### src/rtl/bus_master_if.sv
`default_nettype none
// ============================================================================
// Module      : bus_master_if
// Description : Two-phase sel/enable memory bus between the initiator and NIC.
// Revision    : 1.0 - initial release
// ============================================================================
interface bus_master_if #(
    parameter int ADDR_W = 16,
    parameter int DATA_W = 16
);
    logic              master_sel;
    logic              master_enable;
    logic              master_wr_dir;
    logic [ADDR_W-1:0] master_addr;
    logic [DATA_W-1:0] master_wdata;
    logic [DATA_W-1:0] master_rdata;

    modport master (
        output master_sel,
        output master_enable,
        output master_wr_dir,
        output master_addr,
        output master_wdata,
        input  master_rdata
    );

    modport slave (
        input  master_sel,
        input  master_enable,
        input  master_wr_dir,
        input  master_addr,
        input  master_wdata,
        output master_rdata
    );
endinterface
`default_nettype wire

### src/rtl/bus_master.sv
`default_nettype none
// ============================================================================
// Module      : bus_master
// Description : Converts a valid/ready request stream into sel/enable bus
//               transactions, one in-order response per request.
//               Optional 2-entry request FIFO: define BUS_MASTER_REQ_FIFO_EN.
// Revision    : 1.0 - initial release
// ============================================================================
module bus_master #(
    parameter int ADDR_W  = 16,
    parameter int DATA_W  = 16,
    parameter int RD_WAIT = 3
) (
    input  logic              clk,
    input  logic              rst,
    input  logic              req_valid,
    output logic              req_ready,
    input  logic              req_write,
    input  logic [ADDR_W-1:0] req_addr,
    input  logic [DATA_W-1:0] req_wdata,
    output logic              rsp_valid,
    output logic              rsp_write,
    output logic [DATA_W-1:0] rsp_rdata,
    output logic              busy,
    bus_master_if.master      bus
);

    localparam logic [1:0] c_ST_IDLE   = 2'd0;
    localparam logic [1:0] c_ST_SETUP  = 2'd1;
    localparam logic [1:0] c_ST_ACCESS = 2'd2;
    localparam logic [1:0] c_ST_WAIT   = 2'd3;

    localparam int                 c_CNT_W     = (RD_WAIT > 1) ? $clog2(RD_WAIT) : 1;
    localparam logic [c_CNT_W-1:0] c_WAIT_LOAD = c_CNT_W'(RD_WAIT - 1);

    logic [1:0]         r_state;
    logic [c_CNT_W-1:0] r_cnt;
    logic               r_sel;
    logic               r_en;
    logic               r_wr;
    logic [ADDR_W-1:0]  r_addr;
    logic [DATA_W-1:0]  r_wdata;
    logic               r_rsp_valid;
    logic               r_rsp_write;
    logic [DATA_W-1:0]  r_rsp_rdata;

    logic               w_start;
    logic               w_start_write;
    logic [ADDR_W-1:0]  w_start_addr;
    logic [DATA_W-1:0]  w_start_wdata;

`ifdef BUS_MASTER_REQ_FIFO_EN
    logic              r_fifo_write [2];
    logic [ADDR_W-1:0] r_fifo_addr  [2];
    logic [DATA_W-1:0] r_fifo_wdata [2];
    logic              r_wr_ptr;
    logic              r_rd_ptr;
    logic [1:0]        r_count;
    logic              w_push;
    logic              w_pop;

    // Ready looks only at the registered count, so a same-cycle pop never opens a slot.
    assign req_ready     = (r_count != 2'd2) && !rst;
    assign w_push        = req_valid && req_ready;
    assign w_pop         = (r_state == c_ST_IDLE) && (r_count != 2'd0);
    assign w_start       = w_pop;
    assign w_start_write = r_fifo_write[r_rd_ptr];
    assign w_start_addr  = r_fifo_addr[r_rd_ptr];
    assign w_start_wdata = r_fifo_wdata[r_rd_ptr];

    always_ff @(posedge clk) begin
        if (rst) begin
            r_wr_ptr <= 1'b0;
            r_rd_ptr <= 1'b0;
            r_count  <= 2'd0;
        end else begin
            if (w_push) begin
                r_fifo_write[r_wr_ptr] <= req_write;
                r_fifo_addr[r_wr_ptr]  <= req_addr;
                r_fifo_wdata[r_wr_ptr] <= req_wdata;
                r_wr_ptr               <= ~r_wr_ptr;
            end
            if (w_pop) begin
                r_rd_ptr <= ~r_rd_ptr;
            end
            case ({w_push, w_pop})
                2'b10:   r_count <= r_count + 2'd1;
                2'b01:   r_count <= r_count - 2'd1;
                default: r_count <= r_count;
            endcase
        end
    end
`else
    assign req_ready     = (r_state == c_ST_IDLE) && !rst;
    assign w_start       = req_valid && req_ready;
    assign w_start_write = req_write;
    assign w_start_addr  = req_addr;
    assign w_start_wdata = req_wdata;
`endif

    always_ff @(posedge clk) begin
        if (rst) begin
            r_state     <= c_ST_IDLE;
            r_cnt       <= '0;
            r_sel       <= 1'b0;
            r_en        <= 1'b0;
            r_wr        <= 1'b0;
            r_addr      <= '0;
            r_wdata     <= '0;
            r_rsp_valid <= 1'b0;
            r_rsp_write <= 1'b0;
            r_rsp_rdata <= '0;
        end else begin
            r_rsp_valid <= 1'b0;
            case (r_state)
                c_ST_IDLE: begin
                    if (w_start) begin
                        r_sel   <= 1'b1;
                        r_en    <= 1'b0;
                        r_wr    <= w_start_write;
                        r_addr  <= w_start_addr;
                        r_wdata <= w_start_wdata;
                        r_state <= c_ST_SETUP;
                    end
                end
                c_ST_SETUP: begin
                    r_en    <= 1'b1;
                    r_state <= c_ST_ACCESS;
                end
                c_ST_ACCESS: begin
                    // Address stays put after ACCESS: the NIC steers rdata by addr[15:14].
                    r_sel <= 1'b0;
                    r_en  <= 1'b0;
                    r_wr  <= 1'b0;
                    if (r_wr) begin
                        r_rsp_valid <= 1'b1;
                        r_rsp_write <= 1'b1;
                        r_state     <= c_ST_IDLE;
                    end else begin
                        r_cnt   <= c_WAIT_LOAD;
                        r_state <= c_ST_WAIT;
                    end
                end
                c_ST_WAIT: begin
                    if (r_cnt == '0) begin
                        r_rsp_rdata <= bus.master_rdata;
                        r_rsp_valid <= 1'b1;
                        r_rsp_write <= 1'b0;
                        r_state     <= c_ST_IDLE;
                    end else begin
                        r_cnt <= r_cnt - 1'b1;
                    end
                end
                default: r_state <= c_ST_IDLE;
            endcase
        end
    end

    assign rsp_valid          = r_rsp_valid;
    assign rsp_write          = r_rsp_write;
    assign rsp_rdata          = r_rsp_rdata;
    assign busy               = (r_state != c_ST_IDLE);
    assign bus.master_sel     = r_sel;
    assign bus.master_enable  = r_en;
    assign bus.master_wr_dir  = r_wr;
    assign bus.master_addr    = r_addr;
    assign bus.master_wdata   = r_wdata;

endmodule
`default_nettype wire

### src/flat_wrapper.sv
// flat-port wrapper written by rule: the top's interface ports become plain ports
module bus_master_flat 
#(
    parameter int ADDR_W  = 16,
    parameter int DATA_W  = 16,
    parameter int RD_WAIT = 3
)
  (clk, rst, req_valid, req_ready, req_write, req_addr, req_wdata, rsp_valid, rsp_write, rsp_rdata, busy, bus_master_sel, bus_master_enable, bus_master_wr_dir, bus_master_addr, bus_master_wdata, bus_master_rdata);
  bus_master_if #(.ADDR_W(ADDR_W), .DATA_W(DATA_W)) bus_i ();
  input  logic clk;
  input  logic rst;
  input  logic req_valid;
  output logic req_ready;
  input  logic req_write;
  input  logic [ADDR_W-1:0] req_addr;
  input  logic [DATA_W-1:0] req_wdata;
  output logic rsp_valid;
  output logic rsp_write;
  output logic [DATA_W-1:0] rsp_rdata;
  output logic busy;
  output wire logic [$bits(bus_i.master_sel)-1:0] bus_master_sel;
  output wire logic [$bits(bus_i.master_enable)-1:0] bus_master_enable;
  output wire logic [$bits(bus_i.master_wr_dir)-1:0] bus_master_wr_dir;
  output wire logic [$bits(bus_i.master_addr)-1:0] bus_master_addr;
  output wire logic [$bits(bus_i.master_wdata)-1:0] bus_master_wdata;
  input wire logic [$bits(bus_i.master_rdata)-1:0] bus_master_rdata;
  assign bus_master_sel = bus_i.master_sel;
  assign bus_master_enable = bus_i.master_enable;
  assign bus_master_wr_dir = bus_i.master_wr_dir;
  assign bus_master_addr = bus_i.master_addr;
  assign bus_master_wdata = bus_i.master_wdata;
  assign bus_i.master_rdata = bus_master_rdata;
  bus_master #(.ADDR_W(ADDR_W), .DATA_W(DATA_W), .RD_WAIT(RD_WAIT)) u_core (.clk(clk), .rst(rst), .req_valid(req_valid), .req_ready(req_ready), .req_write(req_write), .req_addr(req_addr), .req_wdata(req_wdata), .rsp_valid(rsp_valid), .rsp_write(rsp_write), .rsp_rdata(rsp_rdata), .busy(busy), .bus(bus_i));
endmodule
### config.mk
export PLATFORM = sky130hd
export DESIGN_NAME = bus_master_flat
export DESIGN_NICKNAME = d
export VERILOG_FILES = /design/src/rtl/bus_master_if.sv /design/src/rtl/bus_master.sv /design/src/flat_wrapper.sv
export SDC_FILE = /design/constraint.sdc
export NUM_CORES = 1
export LEC_CHECK = 0
export BUFFER_PORTS_ARGS = -buffer_cell sky130_fd_sc_hd__buf_2
export CAP_MARGIN = 20
export CELL_PAD_IN_SITES_DETAIL_PLACEMENT = 1
export CELL_PAD_IN_SITES_GLOBAL_PLACEMENT = 2
export CORE_MARGIN = 5
export CORE_UTILIZATION = 27
export CTS_CLUSTER_DIAMETER = 40
export DETAILED_ROUTE_END_ITERATION = 7
export HOLD_SLACK_MARGIN = 0.02
export PLACE_DENSITY_LB_ADDON = 0.1
export SLEW_MARGIN = 10
export SYNTH_ARGS = -nofsm -noshare
export SYNTH_HDL_FRONTEND = slang
export SYNTH_SLANG_ARGS = --single-unit
### constraint.sdc
create_clock -name clk -period 3.02 [get_ports clk]
set_input_delay 0.906 -clock clk [delete_from_list [all_inputs] [get_ports clk]]
set_output_delay 0.906 -clock clk [all_outputs]
set_load 0.01 [all_outputs]
After elaboration in Yosys (flattened, before gate mapping)
Index checks and enable logic that the tools add are counted.

Reductions and logical operators: 16. $add $sub $neg: 1. Muxes and demuxes: 19. Equality and inequality tests: 8.

Operators with widths (number): 2-to-1 mux 2 bit (5); AND reduction 2 bit (5); one-hot mux 1 bit (2 select lines) (4); one-hot mux 2 bit (4 select lines) (1); 2-to-1 mux 1 bit (7); inequality test 2 x 1 -> 1 bit (second input constant) (3); AND reduction 3 bit (2); nonzero test 2 bit (3); == test 2 bit (second input constant) (2); logical NOT 2 bit (2); inequality test 2 bit (second input constant) (2); one-hot mux 2 bit (2 select lines) (1); one-hot mux 1 bit (3 select lines) (1); nonzero test 3 bit (1); == test 2 x 1 -> 1 bit (second input constant) (1); logical AND 1 bit (2); subtractor 2 x 1 -> 2 bit (second input constant) (1); logical NOT 1 bit (1).

Bits of input ports: 52. Output and inout port bits: 55. Register bits after elaboration: 57.

Longest topological paths before layout
Gate-level depths: netlist of the first run.

Word-level depth: 5. Gate-level depth with buffers: 7.

Worst setup path after synthesis of the first run
OpenSTA, ideal clock, no wires.

Kind: input-to-output. From: input rst. To: output req_ready. Data required time: 2114 ps. Arrival time: 1386 ps. Buffers on the path: 2. Stages: 3. Setup slack: 728 ps. Cells stage by stage: buf_6 clkbuf_1 nor2_1.

Cells in the longest elaborated chain, start to end: 2.

Ends and longest elaborated chain: from (decl) (line flat_wrapper.sv:11) `input logic rst;`; logical NOT 1 bit (line bus_master.sv:94) `assign req_ready = (r_state == c_ST_IDLE) && !rst;`; logical AND 1 bit (line bus_master.sv:94); to (decl) (line flat_wrapper.sv:13) `output logic req_ready;`.

No other way between the ends.

Worst setup path in the final report of the first run
From: register u_core.r_state[0]. To: output req_ready.

Cells in the longest elaborated chain, start to end: 2.

Ends and longest elaborated chain: from (decl) (line bus_master.sv:36) `logic [1:0] r_state;`; from (signal assigned) (line bus_master.sv:103) `r_state <= c_ST_IDLE;`; from (signal assigned) (line bus_master.sv:123) `r_state <= c_ST_SETUP;`; from (signal assigned) (line bus_master.sv:128) `r_state <= c_ST_ACCESS;`; logical NOT 2 bit (line bus_master.sv:94); logical AND 1 bit (line bus_master.sv:94).

No other way between the ends.

==> reports/results.md, run 1 <==
| Group | Result | This run |
|---|---|---|
| outcome | Result of the run | completed |
| detailed routing | Length of the first detailed-routing pass in iterations | 4 |
| sta | Achievable frequency | 395.9 MHz |
| yosys | Share of synthesized area spent on multiplexers | 1.819% |
| sta | Final cycle utilization of the critical path | 83.64% |
| power | Total power draw | 2.186 mW |
| detailed routing | Total wirelength of the detailed-routed design | 6130 um |
| grt | Global-route congestion overflow total | 0 |
| clocking | Cts-stage hold buffer count | 0 |
| finish | Final instance area | 0.003042 mm2 |
| clocking | # Post-CTS Setup Buffers | 0 |
| place | Placement-stage cell area | 0.002855 mm2 |
| yosys | Synthesis warning total | 0 |
| sta | Unrepaired setup endpoints after global routing | no |
| grt | Wire length of the first global-routing pass | 9798 um |
| worst hold path | Hold Path Class | reg -> reg |
| clocking | Total clock buffers created by CTS | 9 |
| sta | Clock skew after layout | 0.01271 ns |
| floorplan | Starting density of the core | 27.62% |
| sta | Final-report max-slew violation count | 0 |
| grt | Initial antenna violation count | 0 |
| flow run | MaxCap Viol Count | 0 |
| detailed routing | Antenna Nets Post-Route | 0 |
| worst setup path | Critical path endpoint category | output port |
| finish | Net count of the finished layout | 432 |
| yosys | Fraction of post-synthesis cell area in the top cell type by area | 50.28% |
| sta | Final critical delay including setup and external delays | 2.526 ns |
| sta | Transition at the pin with the smallest max-transition slack | 0.6742 ns |
| detailed routing | Post-detailed-route via-to-cell ratio | 4.351 |
| finish | Non-filler instance count after layout | 482 |
| place | GP Congestion | 0.6921 |
| yosys | Number of enable-type register cells in the synthesized netlist | 0 |
| finish | # diodes | 0 |
| yosys | Total standard cell area after synthesis | 0.002270 mm2 |
| worst setup path | Req. time, crit path | 2.11 ns |
| clocking | Root cell of the clock tree | clkbuf_8 |
| yosys | Adder-Cell Fraction of Synth Area | 4.410% |
| sta | Post-route worst hold slack | 0.4518 ns |
| power | Pwr Density | 718.6 mW/mm2 |
| clocking | TritonCTS Sinks | 57 |
| yosys | Post-Syn Nets | 330 |
| grt | Total GRT Usage | 11.93% |
| worst setup path | Kind of critical path | reg -> out |
| worst setup path | Category of the worst setup path launch point | register |
| clocking | Later-pin clock latency in the skew report | 0.32 ns |
| place | Count of buffers from port buffering | 106 |
| sta | Final hold violation count | 0 |
| floorplan | Top-level port count | 107 |
| yosys | Yosys cell types | 31 |
| floorplan | Placeable Area | 0.008217 mm2 |
| finish | Layout cell share with drive strength beyond 1 | 33.69% |
| yosys | Xor and xnor area share after synthesis | 0% |
| power | Maximum ir drop on the vdd rail | 249.7 uV |
| floorplan | Die Y-Extent | 101.7 um |
| yosys | Main combinational cell family by area after synthesis | simple AND/OR/NAND/NOR gates |
| clocking | CTS clock-pin slew for the worst setup and hold paths | 0.07 ns |
| yosys | Post-synthesis compound-gate area fraction | 15.55% |
| yosys | Synthesized flop and latch total | 57 |
| sta | Setup-failing EPs final | 0 |
| detailed routing | Number of remaining DRC errors | 0 |
| yosys | Area share of and/or/nand/nor cells after synthesis | 17.81% |
| sta | Relative max-transition margin | 55.05% |
| yosys | Count of mapped cells out of synthesis | 270 |
| place | Placed insts | 466 |
| yosys | Avg Synthesized Cell Area | 8.406 um2 |
| grt | Largest net degree at the start of global routing | 65 |
| grt | Number of global-route vias before repair | 2074 |
| worst setup path | Largest driver fanout on the critical path | 7 |
| detailed routing | Count of routing violations after the opening detailed-route iteration | 46 |
| yosys | Post-synthesis cell type with the largest combined area | dfxtp_1 |
| clocking | Total of cells resized after clock tree synthesis | 0 |
| place | Post-DP HPWL | 4513 um |
| detailed routing | Via Count | 2097 |
| yosys | Dominant cells by area after synthesis | dfxtp_1 50%, nand3_1 7.3%, o21ai_1 7.3% |
| floorplan | Die X | 101.7 um |
| finish | Growth of design area from synthesis to finish | 34.01% |
| clocking | Htree depth | 3 |
| sta | Setup_tns | 0 ns |
| worst setup path | Arrival time at the worst endpoint | 1.62 ns |
| floorplan | Die area | 0.01034 mm2 |
| yosys | Synth async-reset ratio | 0% |
| yosys | Most frequently used flop master after synthesis | dfxtp_1 |
| clocking | Clk buf depth | 2 |
| power | Leak | 1.516 nW |
| detailed routing | WL/cell | 12.72 um |
| yosys | Seq/Total Area, Yosys | 50.28% |
| floorplan | # rows | 33 |
| clocking | Clock tree from TritonCTS | done |
==> logic make-up (layout without fill, tap and decap cells) <==
family                   count (synthesis)  count (layout)
adder cells (fa/ha/maj)                  8               8
buffers and inverters                   55             162
AND/OR/NAND/NOR                         82              82
flip-flops                              57              57
multiplexers                             4               4
AO/OA/AOI/OAI                           64              64
==> layer usage <==
metal	track usage, %	vias to the layer above	wire length [um]	share of wire (%)
met5	0	-	0	0
met4	4.908	0	76	1.2
met3	4.959	9	660	11
met1	15.01	920	2827	46
met2	18.01	73	2565	42
li1	-	1095	-	-
==> placed cells by master, fill, tap and decap left out, types with 2 or more instances in the layout <==
| cell | count |
|---|---|
| clkinv_2 | 4 |
| nand2_1 | 35 |
| a211o_1 | 2 |
| a21oi_1 | 19 |
| and2_1 | 2 |
| inv_1 | 38 |
| o21ai_0 | 3 |
| o21ai_1 | 33 |
| clkbuf_8 | 9 |
| dfxtp_1 | 57 |
| buf_2 | 106 |
| ha_1 | 8 |
| nand3_1 | 33 |
| nor3_1 | 2 |
| nor2_1 | 4 |
| mux2i_1 | 3 |
==> path summary, 6_finish.rpt <==
check	to	cells after the start	from	slack (ns)
min	u_core.rsp_rdata[13]$_SDFFE_PP0P_	2	u_core.rsp_rdata[13]$_SDFFE_PP0P_	0.45
max reg2reg	u_core.bus.master_wdata[5]$_SDFFE_PP0P_	5	u_core.r_state[0]$_SDFFE_PP0P_	1.02
min reg2reg	u_core.rsp_rdata[13]$_SDFFE_PP0P_	2	u_core.rsp_rdata[13]$_SDFFE_PP0P_	0.45
max	req_ready	5	u_core.r_state[0]$_SDFFE_PP0P_	0.49
==> cell usage after synthesis (all sizes together) (2+ instances only) <==
master  number
nor2         4
and2         2
mux2i        3
a211o        2
nor3         2
dfxtp       57
nor2b        2
nand3       33
nand2       35
buf          9
o21ai       36
ha           8
inv         39
a21oi       19
clkbuf       7
==> report_power, final <==
group,switching [mW],internal [mW]
logic,0.332,0.237
registers,0.0716,0.873
clock network,0.295,0.377
==> per-stage QoR <==
stage / util (%) / worst slack [ns]
floorplan: - / 0.7281
global placement: 34.75 / 0.7446
detailed placement: 34.75 / 0.7174
CTS: 37.02 / 0.4703
global route: 37.02 / 0.3855
finish: 37.02 / 0.4942
==> cell type report <==
cell class / count / area (um2)
Fill cell: 1028 / 5175
Sequential cell: 57 / 1141
Multi-Input combinational cell: 158 / 898.4
Timing Repair Buffer: 107 / 538.0
Inverter: 39 / 146.4
Tap cell: 105 / 131.4
Clock buffer: 10 / 127.6
Clock inverter: 6 / 58.81
==> sequential cells by signal, indices dropped and copies added, names as in the netlist, 2 cells and up <==
register                 cells
u_core.bus.master_addr      16
u_core.bus.master_wdata     16
u_core.r_cnt                 2
u_core.r_state               2
u_core.rsp_rdata            16
==> worst max-delay path, cell delays in order (launching register included) <==
cell     delay, ns
dfxtp_1       0.37
inv_1         0.17
ha_1          0.39
inv_1         0.13
nor2_1        0.11
buf_2         0.13
Power figures use the tool's default switching activity.
==> inputs of run 2 (changes only) <==
ABC_AREA = 1   (was not set)
CORE_UTILIZATION = 24   (was 27)
clock period = 2.65 ns   (was 3.02 ns; I/O delays follow)
==> reports/results.md, run 2 <==
| Group | Result | This run |
|---|---|---|
| outcome | Result of the run | completed |
| floorplan | # rows | 35 |
| sta | Final-report max-slew violation count | 0 |
| detailed routing | Antenna Nets Post-Route | 0 |
| clocking | Htree depth | 3 |
| yosys | Synthesis warning total | 0 |
| yosys | Count of mapped cells out of synthesis | 290 |
| sta | Setup-failing EPs final | 0 |
| floorplan | Top-level port count | 107 |
| detailed routing | Length of the first detailed-routing pass in iterations | 4 |
| grt | Largest net degree at the start of global routing | 37 |
| sta | Post-route worst hold slack | 0.4635 ns |
| floorplan | Die Y-Extent | 107.0 um |
| detailed routing | Count of routing violations after the opening detailed-route iteration | 42 |
| grt | Initial antenna violation count | 0 |
| yosys | Post-Syn Nets | 350 |
| finish | Commonest cells after routing, fill and taps aside | 106 x buf_2, 69 x nand3_1, 57 x dfxtp_1 |
| detailed routing | Post-detailed-route via-to-cell ratio | 4.436 |
| detailed routing | Via Count | 2271 |
| yosys | Most frequently used flop master after synthesis | dfxtp_1 |
| yosys | Post-synthesis cell type with the largest combined area | dfxtp_1 |
| worst setup path | Category of the worst setup path launch point | register |
| detailed routing | WL/cell | 14.15 um |
| yosys | Number of enable-type register cells in the synthesized netlist | 0 |
| yosys | Synthesized flop and latch total | 57 |
| yosys | Synth async-reset ratio | 0% |
| flow run | MaxCap Viol Count | 0 |
| finish | # diodes | 0 |
| grt | Global-route congestion overflow total | 0 |
| worst setup path | Register-to-Register Path Depth | 10 |
| finish | Layout cell share with drive strength beyond 1 | 32.42% |
| yosys | Most frequently used cell type in the post-synthesis netlist | nand3_1 |
| finish | Post-layout utilization of the core | 33.47% |
| power | Leak | 1.620 nW |
| worst setup path | Kind of critical path | reg -> out |
| place | Count of buffers from port buffering | 106 |
| clocking | TritonCTS Sinks | 57 |
| yosys | Total standard cell area after synthesis | 0.002256 mm2 |
| yosys | Fraction of post-synthesis cell area in the top cell type by area | 50.58% |
| finish | Growth of design area from synthesis to finish | 36.44% |
| grt | Wire length of the first global-routing pass | 11600 um |
| clocking | Clk buf depth | 2 |
| place | Placement-stage cell area | 0.002889 mm2 |
| detailed routing | Total wirelength of the detailed-routed design | 7245 um |
| worst setup path | Critical path endpoint category | output port |
| sta | Achievable frequency | 446.0 MHz |
| clocking | Cts-stage hold buffer count | 0 |
| finish | Final instance area | 0.003078 mm2 |
| grt | Total GRT Usage | 12.93% |
| clocking | CTS clock-pin slew for the worst setup and hold paths | 0.07 ns |
| clocking | Total of cells resized after clock tree synthesis | 0 |
| yosys | Avg Synthesized Cell Area | 7.779 um2 |
| worst hold path | Hold Path Depth | 2 |
| power | Pwr Density | 965.7 mW/mm2 |
| clocking | # Post-CTS Setup Buffers | 0 |
| grt | Number of global-route vias before repair | 2284 |
| clocking | Root cell of the clock tree | clkbuf_8 |
| sta | Unrepaired setup endpoints after global routing | no |
| yosys | Synth top cells by count | 69 x nand3_1, 57 x dfxtp_1, 55 x nand2_1 |
| worst setup path | Req. time, crit path | 1.86 ns |
| floorplan | Die X | 107.0 um |
| yosys | Seq/Total Area, Yosys | 50.58% |
| yosys | Yosys cell types | 21 |
| worst hold path | Hold Path Class | reg -> reg |
| clocking | Total clock buffers created by CTS | 9 |
| worst setup path | Largest driver fanout on the critical path | 6 |
| sta | Setup_tns | 0 ns |
| detailed routing | Number of remaining DRC errors | 0 |
| finish | Net count of the finished layout | 456 |
| place | Post-DP HPWL | 5263 um |
| sta | Clock skew after layout | 0.007316 ns |
| finish | Leading cell type in the layout, fill and taps excluded | buf_2 |
| power | Total power draw | 2.972 mW |
| sta | Relative max-transition margin | 64.75% |
| yosys | Dominant cells by area after synthesis | dfxtp_1 51%, nand3_1 15%, nand2_1 9.2% |
| place | GP Congestion | 0.7526 |
| sta | Final hold violation count | 0 |
| worst setup path | Arrival time at the worst endpoint | 1.45 ns |
| clocking | Clock tree from TritonCTS | done |
| power | Maximum ir drop on the vdd rail | 311.3 uV |
| sta | Final cycle utilization of the critical path | 84.61% |
| floorplan | Die area | 0.01144 mm2 |
| sta | Final critical delay including setup and external delays | 2.242 ns |
| floorplan | Starting density of the core | 24.53% |
| sta | Transition at the pin with the smallest max-transition slack | 0.5282 ns |
| floorplan | Placeable Area | 0.009196 mm2 |
| clocking | Later-pin clock latency in the skew report | 0.33 ns |
[run 2: kinds of logic (layout without fill, tap and decap cells)]
kind of cell	count (synthesis)	in the layout	share of synthesized area, %
DFF	57	57	50.58
adders and majority gates	8	8	4.437
buffers and inverters	31	142	6.489
AOI/OAI and AO/OA	24	24	5.325
and+or+nand+nor	170	170	33.17
[run 2: final cells by class]
type                    instances  area (um2)
fillers                      1175        6118
flip-flops and latches         57        1141
multi-input cells             202       968.4
repair buffers                112       588.1
clock buffers                  13       148.9
well taps                     111       138.9
inverters                      14       52.55
clock inverters                 3       40.04
[run 2: layer usage]
metal / GRT usage [%] / share of wire (%)
met1: 16.97 / 48
met2: 19.06 / 42
met3: 4.696 / 7.7
met4: 5.479 / 1.9
met5: 0 / 0
[run 2: power by group]
group	switching (mW)	internal [mW]	total, mW
Sequential	0.113	1.06	1.17
Combinational	0.620	0.383	1.00
Clock	0.338	0.458	0.796
[run 2: worst max-delay path, stage by stage (launching register included)]
cell     delay (ns)
dfxtp_1        0.45
inv_1          0.14
ha_1           0.24
inv_2          0.10
nor2_4         0.05
buf_2          0.14
[run 2: worst paths after layout]
path / from / end / slack [ns]
worst max register to register: u_core.r_state[0]$_SDFFE_PP0P_ / u_core.bus.master_sel$_SDFFE_PP0P_ / 0.75
worst min register to register: u_core.r_cnt[0]$_SDFFE_PP0P_ / u_core.r_cnt[0]$_SDFFE_PP0P_ / 0.46
worst min-delay path: u_core.r_cnt[0]$_SDFFE_PP0P_ / u_core.r_cnt[0]$_SDFFE_PP0P_ / 0.46
worst max-delay path: u_core.r_state[0]$_SDFFE_PP0P_ / req_ready / 0.41
[run 2: per-stage QoR]
stage | worst slack, ns | instances
6_report | 0.4077 | 512
5_1_grt | 0.3062 | 512
4_1_cts | 0.3748 | 512
3_5_place_dp | 0.5995 | 496
3_3_place_gp | 0.6238 | 496
2_1_floorplan | 0.6714 | 290
==> inputs of run 3 (changes only) <==
clock period = 2.3 ns   (was 2.65 ns; I/O delays follow)
==> reports/results.md, run 3 (same netlist as run 2, synthesis figures left out) <==
| Group | Result | This run |
|---|---|---|
| worst setup path | Library cell contributing the largest single delay on the critical path | dfxtp_1 |
| worst setup path | Arrival time at the worst endpoint | 1.43 ns |
| detailed routing | Count of routing violations after the opening detailed-route iteration | 40 |
| sta | Setup_tns | 0 ns |
| worst setup path | R2r endpoint | u_core.bus.master_sel$_SDFFE_PP0P_ |
| power | Combinational cell fraction of total power | 32.9% |
| clocking | Cts-stage hold buffer count | 0 |
| clocking | # Post-CTS Setup Buffers | 0 |
| place | GP Congestion | 0.7513 |
| finish | Layout cell share with drive strength beyond 1 | 32.92% |
| sta | Final cycle utilization of the critical path | 91.97% |
| power | Maximum ir drop on the vdd rail | 328.1 uV |
| detailed routing | Antenna Nets Post-Route | 0 |
| detailed routing | Via Count | 2231 |
| worst hold path | Source of the worst hold timing path | u_core.r_cnt[0]$_SDFFE_PP0P_ |
| clocking | Htree depth | 3 |
| worst hold path | Capture endpoint of the worst hold path | u_core.r_cnt[0]$_SDFFE_PP0P_ |
| flow run | MaxCap Viol Count | 0 |
| finish | Commonest cells after routing, fill and taps aside | 106 x buf_2, 69 x nand3_1, 57 x dfxtp_1 |
| grt | Largest net degree at the start of global routing | 37 |
| worst setup path | Critical path endpoint category | output port |
| clocking | Root cell of the clock tree | clkbuf_8 |
| sta | Setup-failing EPs final | 0 |
| sta | Relative max-transition margin | 64.18% |
| floorplan | # rows | 35 |
| finish | Filler instances | 1161 |
| grt | Total GRT Usage | 13.06% |
| worst setup path | Delay contributed by the slowest stage of the critical path | 0.43 ns |
| detailed routing | Length of the first detailed-routing pass in iterations | 4 |
| worst setup path | Worst R2R Setup Slack | 0.47 ns |
| grt | Initial antenna violation count | 0 |
| clocking | TritonCTS Sinks | 57 |
| worst hold path | Hold Path Depth | 2 |
| worst setup path | Category of the worst setup path launch point | register |
| floorplan | Placeable Area | 0.009196 mm2 |
| finish | Leading cell type in the layout, fill and taps excluded | buf_2 |
| place | Count of buffers from port buffering | 106 |
| detailed routing | Post-detailed-route via-to-cell ratio | 4.357 |
| grt | Wire length of the first global-routing pass | 11670 um |
| worst setup path | Crit-path cells | inv_1 -> ha_1 -> inv_2 -> nor2_4 -> buf_2 |
| clocking | Later-pin clock latency in the skew report | 0.34 ns |
| floorplan | Die area | 0.01144 mm2 |
| floorplan | Die Y-Extent | 107.0 um |
| sta | Achievable frequency | 472.8 MHz |
| sta | Post-route worst hold slack | 0.4649 ns |
| floorplan | Top-level port count | 107 |
| clocking | CTS clock-pin slew for the worst setup and hold paths | 0.06 ns |
| sta | Transition at the pin with the smallest max-transition slack | 0.5367 ns |
| sta | Final hold violation count | 0 |
| worst setup path | Largest driver fanout on the critical path | 6 |
| grt | Number of global-route vias before repair | 2344 |
| finish | Growth of design area from synthesis to finish | 37.10% |
| clocking | Total clock buffers created by CTS | 9 |
| clocking | Clock tree from TritonCTS | done |
| outcome | Result of the run | completed |
| finish | Area used by multi-input combinational logic | 968.4 um2 |
| grt | Global-route congestion overflow total | 0 |
| detailed routing | WL/cell | 14.27 um |
| worst hold path | Hold Path Class | reg -> reg |
| floorplan | Starting density of the core | 24.53% |
| power | Power Internal | 2.271 mW |
| floorplan | Die X | 107.0 um |
| finish | FF/Latch Area | 0.001141 mm2 |
| power | Leak | 1.624 nW |
| power | Pwr Density | 1142 mW/mm2 |
| power | Part of the total power dissipated in the clock network | 28.8% |
| worst setup path | Register-to-Register Path Depth | 9 |
| sta | Final-report max-slew violation count | 0 |
| power | Power share of the sequential group | 38.3% |
| sta | Final critical delay including setup and external delays | 2.115 ns |
| worst setup path | Kind of critical path | reg -> out |
| power | Net switching power of the design | 1.261 mW |
| finish | # diodes | 0 |
| detailed routing | Total wirelength of the detailed-routed design | 7307 um |
| clocking | Clk buf depth | 2 |
| power | Switching part of the total | 35.70% |
| detailed routing | Number of remaining DRC errors | 0 |
| worst setup path | Req. time, crit path | 1.61 ns |
| finish | Net count of the finished layout | 457 |
| place | Post-DP HPWL | 5286 um |
| worst setup path | Reg2reg start | u_core.r_state[1]$_SDFFE_PP0P_ |
| sta | Unrepaired setup endpoints after global routing | no |
| sta | Clock skew after layout | 0.008104 ns |
| clocking | Total of cells resized after clock tree synthesis | 0 |
run 3: cell types whose count changed in the layout (fill, tap and decap cells not counted), sizes merged:
cell	previous run	this run
clkinvlp	0	1
clkbuf	13	10
buf	112	113
bufinv	1	2
run 3: per-layer routing:
metal / part of all wire, % / up-vias / GRT usage [%] / wire length, um
met1: 47 / 995 / 16.79 / 3400
met2: 45 / 69 / 20.19 / 3293
met3: 7.2 / 8 / 4.636 / 524
li1: - / 1159 / - / -
met5: 0 / - / 0 / 0
met4: 1.2 / 0 / 4.658 / 89
run 3: worst max-delay path by stage:
stage,slack [ns],cells after the start,from,endpoint
after floorplan,0.51,5,u_core.r_state[1]$_SDFFE_PP0P_,req_ready
after global placement,0.45,8,rst,u_core.bus.master_sel$_SDFFE_PP0P_
after detailed placement,0.43,8,rst,u_core.bus.master_sel$_SDFFE_PP0P_
after CTS,0.17,5,u_core.r_state[0]$_SDFFE_PP0P_,req_ready
after global routing,0.09,5,u_core.r_state[0]$_SDFFE_PP0P_,req_ready
final,0.18,5,u_core.r_state[1]$_SDFFE_PP0P_,req_ready
run 3: per-stage QoR:
step	worst slack [ns]	instances	power [mW]	area, um2	utilization, %
6_report	0.1848	512	3.531	3093	33.63
5_1_grt	0.08619	512	3.829	3093	33.63
4_1_cts	0.1685	512	3.605	3093	33.63
3_5_place_dp	0.4328	497	2.568	2884	31.36
3_3_place_gp	0.4505	497	2.555	2884	31.36
2_1_floorplan	0.5118	290	2.103	2256	-
run 3: layout make-up:
| cell class | count | share of cell area, % |
|---|---|---|
| Clock buffer | 10 | 4.126 |
| Tap cell | 111 | 4.490 |
| Timing Repair Buffer | 113 | 18.85 |
| Clock inverter | 5 | 2.629 |
| Inverter | 14 | 1.699 |
| Sequential cell | 57 | 36.89 |
| Multi-Input combinational cell | 202 | 31.31 |
run 3: power by group through the flow:
| stage | clock [mW] | combinational (mW) | sequential, mW |
|---|---|---|---|
| 6_report | 1.02 | 1.16 | 1.35 |
| 5_1_grt | 1.10 | 1.34 | 1.39 |
| 4_1_cts | 1.05 | 1.19 | 1.36 |
| 3_5_place_dp | 0 | 1.19 | 1.38 |
| 3_3_place_gp | 0 | 1.19 | 1.37 |
| 2_1_floorplan | 0 | 0.646 | 1.46 |
run 3: critical path, delay by kind of cell, from the launching register on:
family,cells,cell delay [ns]
DFF,1,0.43
adders and majority gates,1,0.23
buffers and inverters,3,0.40
and+or+nand+nor,1,0.04
